`config.mk`:
```
export PLATFORM = sky130hd
export DESIGN_NAME = spm_param_commit
export DESIGN_NICKNAME = d
export VERILOG_FILES = /design/src/rtl/spm_param_commit.sv
export SDC_FILE = /design/constraint.sdc
export NUM_CORES = 1
export LEC_CHECK = 0
export CAP_MARGIN = 20
export CORE_ASPECT_RATIO = 1.5
export CORE_MARGIN = 2
export CORE_UTILIZATION = 49
export CTS_CLUSTER_DIAMETER = 60
export DETAILED_ROUTE_END_ITERATION = 10
export PLACE_DENSITY = 0.71
export SLEW_MARGIN = 10
export SYNTH_ARGS = -nofsm -noshare
export SYNTH_HDL_FRONTEND = slang
export SYNTH_SLANG_ARGS = --single-unit
```
`constraint.sdc`:
```
create_clock -name a_clk -period 20.9 [get_ports a_clk]
set_input_delay 4.18 -clock a_clk [delete_from_list [all_inputs] [get_ports a_clk]]
set_output_delay 4.18 -clock a_clk [all_outputs]
set_load 0.02 [all_outputs]
```
`src/rtl/spm_param_commit.sv`:
```
// rtl/spm_param_commit.sv - shadow/live parameter bank with sync_tick-aligned commit
// Optional feature macro: SPM_PARAM_COMMIT_TIMEOUT_EN (ARMED-state timeout forcing a commit).
module spm_param_commit #(
  parameter int DATA_WIDTH     = 32,
  parameter int TIMEOUT_CYCLES = 1048576
) (
  input  logic                  a_clk,
  input  logic                  a_resetn,
  input  logic                  h_valid,
  output logic                  h_ready,
  input  logic [2:0]            h_addr,
  input  logic [DATA_WIDTH-1:0] h_data,
  input  logic                  t_valid,
  output logic                  t_ready,
  input  logic [2:0]            t_addr,
  input  logic [DATA_WIDTH-1:0] t_data,
  input  logic                  commit_req,
  input  logic                  commit_immediate,
  input  logic                  sync_tick,
  output logic [DATA_WIDTH-1:0] x0,
  output logic [DATA_WIDTH-1:0] y0,
  output logic [DATA_WIDTH-1:0] z0,
  output logic [DATA_WIDTH-1:0] u0,
  output logic [DATA_WIDTH-1:0] rotmxx,
  output logic [DATA_WIDTH-1:0] rotmxy,
  output logic [DATA_WIDTH-1:0] slope_x,
  output logic [DATA_WIDTH-1:0] slope_y,
  output logic                  commit_pending,
  output logic                  commit_done,
  output logic [15:0]           commit_count,
  output logic                  timeout_flag
);

  typedef enum logic [1:0] {
    S_IDLE   = 2'd0,
    S_ARMED  = 2'd1,
    S_COMMIT = 2'd2
  } state_t;

  // rotmxx resets to 1.0 in Q28 so the rotation matrix starts as identity-like
  localparam logic [DATA_WIDTH-1:0] ROT_ONE = DATA_WIDTH'(32'h1000_0000);

  state_t                state;
  state_t                next_state;
  logic [DATA_WIDTH-1:0] shadow [8];
  logic [DATA_WIDTH-1:0] live   [8];
  logic                  ready_en;
  logic                  last_host;
  logic                  grant_host;
  logic                  grant_tracker;
  logic                  accept_en;
  logic                  h_fire;
  logic                  t_fire;
  logic                  timeout_hit;

  // a timeout of zero cycles has no meaning; stop elaboration early
  if (TIMEOUT_CYCLES < 1) begin : g_bad_timeout
    $error("spm_param_commit: TIMEOUT_CYCLES must be at least 1");
  end

  // writes are only taken in IDLE, and never in the first cycle out of reset
  assign accept_en = (state == S_IDLE) && ready_en;
  assign h_ready   = accept_en && grant_host;
  assign t_ready   = accept_en && grant_tracker;
  assign h_fire    = h_valid && h_ready;
  assign t_fire    = t_valid && t_ready;

  // round-robin grant: a lone requester wins, on contention the other side of the last winner
  always_comb begin
    grant_host    = 1'b0;
    grant_tracker = 1'b0;
    if (h_valid && t_valid) begin
      grant_host    = !last_host;
      grant_tracker = last_host;
    end else begin
      grant_host    = h_valid;
      grant_tracker = t_valid;
    end
  end

  // ready gating flop and round-robin history (reset leaves host favoured)
  always_ff @(posedge a_clk) begin
    if (!a_resetn) begin
      ready_en  <= 1'b0;
      last_host <= 1'b0;
    end else begin
      ready_en <= 1'b1;
      if (h_fire) begin
        last_host <= 1'b1;
      end else if (t_fire) begin
        last_host <= 1'b0;
      end
    end
  end

  // shadow bank: the single accepted write of the cycle lands here
  always_ff @(posedge a_clk) begin
    if (!a_resetn) begin
      for (int i = 0; i < 8; i++) begin
        shadow[i] <= (i == 4) ? ROT_ONE : '0;
      end
    end else if (h_fire) begin
      shadow[h_addr] <= h_data;
    end else if (t_fire) begin
      shadow[t_addr] <= t_data;
    end
  end

  // FSM state register
  always_ff @(posedge a_clk) begin
    if (!a_resetn) begin
      state <= S_IDLE;
    end else begin
      state <= next_state;
    end
  end

  // FSM next state; a tick coinciding with commit_req in IDLE only arms
  always_comb begin
    next_state = state;
    case (state)
      S_IDLE: begin
        if (commit_req) begin
          next_state = commit_immediate ? S_COMMIT : S_ARMED;
        end
      end
      S_ARMED: begin
        if (sync_tick || timeout_hit) begin
          next_state = S_COMMIT;
        end
      end
      S_COMMIT: next_state = S_IDLE;
      default:  next_state = S_IDLE;
    endcase
  end

`ifdef SPM_PARAM_COMMIT_TIMEOUT_EN
  localparam int CNT_W = (TIMEOUT_CYCLES > 1) ? $clog2(TIMEOUT_CYCLES) : 1;

  logic [CNT_W-1:0] to_cnt;
  logic             to_flag;

  assign timeout_hit  = (state == S_ARMED) && (to_cnt == CNT_W'(TIMEOUT_CYCLES - 1));
  assign timeout_flag = to_flag;

  // ARMED dwell counter; held at zero outside ARMED so every entry starts fresh
  always_ff @(posedge a_clk) begin
    if (!a_resetn) begin
      to_cnt <= '0;
    end else if (state != S_ARMED) begin
      to_cnt <= '0;
    end else begin
      to_cnt <= to_cnt + 1'b1;
    end
  end

  // sticky timeout indicator, cleared when the next commit request is taken
  always_ff @(posedge a_clk) begin
    if (!a_resetn) begin
      to_flag <= 1'b0;
    end else if (timeout_hit) begin
      to_flag <= 1'b1;
    end else if ((state == S_IDLE) && commit_req) begin
      to_flag <= 1'b0;
    end
  end
`else
  assign timeout_hit  = 1'b0;
  assign timeout_flag = 1'b0;
`endif

  // live bank copies the whole shadow bank in one edge when leaving COMMIT
  always_ff @(posedge a_clk) begin
    if (!a_resetn) begin
      for (int i = 0; i < 8; i++) begin
        live[i] <= (i == 4) ? ROT_ONE : '0;
      end
      commit_done  <= 1'b0;
      commit_count <= 16'd0;
    end else begin
      commit_done <= (state == S_COMMIT);
      if (state == S_COMMIT) begin
        for (int i = 0; i < 8; i++) begin
          live[i] <= shadow[i];
        end
        commit_count <= commit_count + 16'd1;
      end
    end
  end

  assign commit_pending = (state != S_IDLE);

  assign x0      = live[0];
  assign y0      = live[1];
  assign z0      = live[2];
  assign u0      = live[3];
  assign rotmxx  = live[4];
  assign rotmxy  = live[5];
  assign slope_x = live[6];
  assign slope_y = live[7];

endmodule
```
==> results.json, run 1 <==
{
  "setup_slack_ns": 10.16,
  "ys_top_cells_by_area": "edfxtp_1 (70%), a22oi_1 (8.5%), and3_1 (5.5%)",
  "setup_viol": 0,
  "vias": 15790,
  "cp_top_family": "buffers and inverters",
  "ys_types": 43,
  "initial_core_util_pct": 49.31,
  "post-route-period-util_pct": 51.37,
  "cts_buffers": 49,
  "area_growth_pct": 25.75,
  "synth.cells.most_frequent": "edfxtp_1 (512), nor2_1 (278), a22oi_1 (248)",
  "ios": 354,
  "syn-instance-count": 1638,
  "fin_nets": 1995,
  "die_h_um": 263.4,
  "synth_edf_count": 512,
  "cts_tree": "done",
  "crit_chain": "clkdlybuf4s50_1, buf_4, nand2_1, nor2_1, clkdlybuf4s50_1",
  "crit_fanout": 40,
  "drc": 0,
  "cts-root-buf": "clkbuf_16",
  "wl_per_cell_um": 27.98,
  "via_per_inst": 6.210,
  "core_region_area_sq_um": 44570,
  "synth-simple-area-share_pct": 13.75,
  "ir_drop_mv": 0.05441,
  "worstPathArrival_ns": 6.56,
  "synth_top_cell_by_area": "edfxtp_1",
  "ys_ff_latch": 533,
  "cts.repair.resized": 0,
  "crit_slowest_cell": "clkdlybuf4s50_1",
  "synth_top_family_by_area": "simple AND/OR/NAND/NOR gates",
  "endpoint_kind": "output port",
  "period_minus_slack_ns": 10.74,
  "dpl_worst_slack_ns": 10.29,
  "cts.path.max_buffers": 3,
  "insertion_delay_ns": 0.57,
  "rows": 95,
  "drv_cap": 0,
  "finish.utilization_pct": 62.01,
  "p_per_area_nw_per_um2": 85.94,
  "slowest_delay_ns": 0.69,
  "relSlewSlack_pct": 19.55,
  "synthXorXnorAreaFrac_pct": 0.3985,
  "cts.clk_slew.worst_paths_ns": 0.06,
  "postRouteAntennaNets": 0,
  "dpl.hpwl_mm": 43.59,
  "synth_compound_area_share_pct": 10.64,
  "holdBufCountCts": 0,
  "fin_tns_setup_ns": 0,
  "critPathBufInv": 3,
  "grt_max_degree": 131,
  "ys_seq_area_share_pct": 71.86,
  "yosys.cell_count.top_type": "edfxtp_1",
  "synth-warning-count": 0,
  "cts_setup_buffers": 0,
  "grt_remaining_overflow": 0,
  "skew_ns": 0.01097,
  "grt_pass1_vias": 14620,
  "cellLeakagePower_nw": 9.986,
  "critPathLaunchType": "primary input",
  "clock.fmax_mhz": 93.15,
  "clock_sinks": 533,
  "tightest_slew_ns": 1.200,
  "syn_nets": 1716,
  "final_hold_viol_count": 0,
  "ys.flop_type": "edfxtp_1",
  "netlist.area_leader.share_pct": 69.95,
  "synth_area_sq_um": 21980,
  "crit_required_ns": 16.72,
  "firstDrtPassIters": 6,
  "design.die.area_sq_um": 46600,
  "portBuffers": 352,
  "status": "finished, final reports clean",
  "drt_iter0_drc": 2579,
  "final_max_slew_viol_count": 0,
  "synthAdderAreaFrac_pct": 0.05692,
  "antenna_found_initial": 8,
  "cp_common_cell": "clkdlybuf4s50_1",
  "track_usage_pct": 29.75,
  "syn_avg_cell_area_sq_um": 13.42,
  "synthArstFlopShare_pct": 0,
  "cts-htree-levels": 2,
  "drive_gt1_share_pct": 8.393,
  "rsz0062_at_grt": "no",
  "grt_pass1_wl_mm": 99.01,
  "wirelength_mm": 71.16,
  "die_w_um": 176.9,
  "crit_type": "primary input to output port",
  "synthMuxAreaShare_pct": 0.04554,
  "hold_class": "flip-flop to flip-flop",
  "gp_congestion": 0.9315
}
-- path summary, 6_finish.rpt --
check / start / end / slack [ns] / cells after the start
hold / removal: commit_count[15] / commit_count[15] / 0.50 / 2
setup / recovery: t_valid / t_ready / 10.16 / 5
setup reg to reg: state[1] / live[0][96] / 16.91 / 5
hold reg to reg: commit_count[15] / commit_count[15] / 0.50 / 2
-- state kept, by name, indices dropped and copies added, names as in the netlist --
register      flops
live            256
last_host         1
commit_done       1
state             2
commit_count     16
ready_en          1
shadow          256
-- power breakdown --
group	switching [mW]	leakage, nW	internal, mW
registers	0.0224	5.51	1.23
clock network	0.384	0.730	0.469
logic	0.181	3.75	0.0891
-- metal layers --
metal | part of all wire (%) | global-route usage, %
met1 | 34 | 37.90
met2 | 47 | 45.63
met5 | 0.031 | 0
met4 | 6.5 | 17.62
met3 | 13 | 8.030
-- kinds of logic (layout without fill, tap and decap cells) --
| family | count (synthesis) | after routing |
|---|---|---|
| xor gates and xnor gates | 10 | 10 |
| DFF | 533 | 533 |
| buffers and inverters | 181 | 497 |
| AOI/OAI and AO/OA | 320 | 320 |
| muxes | 1 | 1 |
| other | 1 | 8 |
| and+or+nand+nor | 591 | 591 |
| adders and majority gates | 1 | 1 |
-- tightest hold or removal path: stages, from the launching register on --
cell and delay, ns:
dfxtp_1 0.32, o31ai_1 0.06, a21oi_1 0.06
-- area by class of cell --
type / count / area, sq um
sequential: 533 / 15800
fill: 3396 / 16940
clock inverter: 19 / 132.6
timing repair buffer: 404 / 3919
clock buffer: 69 / 1364
multi-input combinational: 924 / 5664
antenna: 7 / 17.52
tap: 582 / 728.2
inverter: 5 / 18.77
-- cell usage in the layout, fill, tap and decap left out, drive strengths merged, types with 2 or more instances in the layout --
master / instances
nor3: 7
nor4: 4
clkbuf: 69
and2: 66
dfxtp: 21
nand3: 5
clkinvlp: 2
nand3b: 2
or3: 4
a32oi: 7
xnor2: 3
clkinv: 14
nor2b: 3
edfxtp: 512
buf: 53
inv: 7
o21ai: 13
and3: 192
nor2: 278
and4: 2
a21oi: 17
a21boi: 31
nand2b: 7
diode: 7
a22oi: 248
clkdlybuf4s50: 351
nand4: 3
nand2: 14
xor2: 7
-- through the flow --
stage	cells	power, mW	hold WS (ns)	cell area [sq um]
6_report	2543	2.375	0.4954	27640
5_1_grt	2540	2.429	0.5138	27630
4_1_cts	2534	2.376	0.4926	27610
3_5_place_dp	2446	1.538	0.4845	26110
3_3_place_gp	2445	1.534	0.4584	26100
2_1_floorplan	1638	1.400	0.4773	21980
Note: power is estimated with default switching activity, not from simulation.
==> run 2: changes to the inputs <==
Clock period 20.9 ns to 10.8 ns, I/O delays scaled along.
==> run 2 against run 1 <==
Compared with the run above:
- die area is the same
- clock power grew 110%
- hold slack lost 0.015 ns
- sequential cell count is the same
- count of clock-buffer cells in the layout shrank 12
- highest routed layer unchanged
==> results.json, run 2 (synthesis gave the netlist of run 1 again) <==
{
  "postRouteAntennaNets": 0,
  "critPathBufInv": 3,
  "grt_pass1_wl_mm": 100.6,
  "hold_class": "flip-flop to flip-flop",
  "final_max_slew_viol_count": 0,
  "cts.path.max_buffers": 3,
  "layout_commonest_cell": "edfxtp_1",
  "die_w_um": 176.9,
  "gp_congestion": 0.9141,
  "cts_buffers": 48,
  "rows": 95,
  "grt_pass1_vias": 14690,
  "fillers": 3354,
  "crit_type": "primary input to output port",
  "area_growth_pct": 26.69,
  "setup_viol": 0,
  "track_usage_pct": 30.17,
  "fin_nets": 1996,
  "die_h_um": 263.4,
  "design.die.area_sq_um": 46600,
  "ir_drop_mv": 0.1265,
  "wl_per_cell_um": 28.25,
  "ios": 354,
  "cts.repair.resized": 0,
  "cp_top_family": "buffers and inverters",
  "drive_gt1_share_pct": 8.589,
  "crit_chain": "clkdlybuf4s50_1, buf_4, nand2_1, nor2_1, clkdlybuf4s50_1",
  "drc": 0,
  "crit_slowest_cell": "clkdlybuf4s50_1",
  "crit_fanout": 40,
  "insertion_delay_ns": 0.58,
  "critPathLaunchType": "primary input",
  "antenna_found_initial": 9,
  "holdBufCountCts": 0,
  "portBuffers": 352,
  "fin_tns_setup_ns": 0,
  "dpl.hpwl_mm": 44.16,
  "finish.utilization_pct": 62.47,
  "mostFrequentLayoutCells": "edfxtp_1 (512), clkdlybuf4s50_1 (351), nor2_1 (272)",
  "period_minus_slack_ns": 6.716,
  "cts-htree-levels": 2,
  "core_region_area_sq_um": 44570,
  "relSlewSlack_pct": 17.43,
  "cp_common_cell": "clkdlybuf4s50_1",
  "firstDrtPassIters": 7,
  "endpoint_kind": "output port",
  "skew_ns": 0.04110,
  "tightest_slew_ns": 1.231,
  "via_per_inst": 6.206,
  "clock.fmax_mhz": 148.9,
  "wirelength_mm": 71.81,
  "top_regs": "live x256, shadow x256, commit_count x16",
  "final_hold_viol_count": 0,
  "crit_required_ns": 8.64,
  "cts-root-buf": "clkbuf_16",
  "clock_sinks": 533,
  "cts_tree": "done",
  "grt_max_degree": 139,
  "drt_iter0_drc": 2357,
  "rsz0062_at_grt": "no",
  "drv_cap": 0,
  "status": "finished, final reports clean",
  "grt_remaining_overflow": 0,
  "cts_setup_buffers": 0,
  "slowest_delay_ns": 0.69,
  "initial_core_util_pct": 49.31,
  "cts.clk_slew.worst_paths_ns": 0.07,
  "cellLeakagePower_nw": 10.08,
  "post-route-period-util_pct": 62.18,
  "vias": 15780,
  "worstPathArrival_ns": 4.56,
  "p_per_area_nw_per_um2": 169.8
}
==> run 2: cell count changes in the layout (fill, tap and decap cells not counted), sizes merged <==
cell      previous run  this run
buf                 53        55
bufinv               1         8
clkbuf              69        57
clkinv              14        20
clkinvlp             2         3
diode                7         4
inv                  7         5
==> run 2: path summary, 6_finish.rpt <==
path / startpoint / to / slack, ns / cells past startpoint
max: t_valid / t_ready / 4.08 / 5
min: commit_count[15] / commit_count[15] / 0.48 / 2
max reg2reg: state[0] / shadow[2][28] / 7.16 / 7
min reg2reg: commit_count[15] / commit_count[15] / 0.48 / 2
==> run 2: area by class of cell <==
class	instances	area, sq um	share of cell area (%)
well taps	582	728.2	2.615
repair buffers	406	4021	14.44
clock buffers	57	1256	4.511
flip-flops and latches	533	15800	56.72
multi-input cells	924	5660	20.33
diodes	4	10.01	0.03595
clock inverters	31	356.6	1.281
inverters	5	18.77	0.06740
==> run 2: tightest hold or removal path: cells and delay by family, from the launching register on <==
kind / cells / cell delay, ns
compound gates: 2 / 0.12
flops: 1 / 0.32
==> run 2: stage by stage <==
stage	std cells	setup WS (ns)	hold WS [ns]	area (sq um)	total power, mW
floorplan	1638	1.814	0.4773	21980	2.709
global placement	2443	4.216	0.4579	26080	2.969
detailed placement	2448	4.208	0.4725	26170	2.977
CTS	2536	4.192	0.4816	27780	4.726
global route	2542	3.985	0.5034	27850	4.824
finish	2542	4.084	0.4799	27850	4.729
==> run 2: power by group <==
group	total (mW)	switching, mW	leakage [nW]	internal, mW
combinational	0.530	0.353	3.79	0.177
sequential	2.42	0.0421	5.51	2.38
clock	1.78	0.756	0.784	1.02
total	4.73	1.15	10.1	3.58
==> run 2: per-layer routing <==
metal	track usage, %	part of all wire, %
met4	16.66	6.4
met3	7.467	12
met1	38.28	34
met2	47.50	47
met5	0	0.088
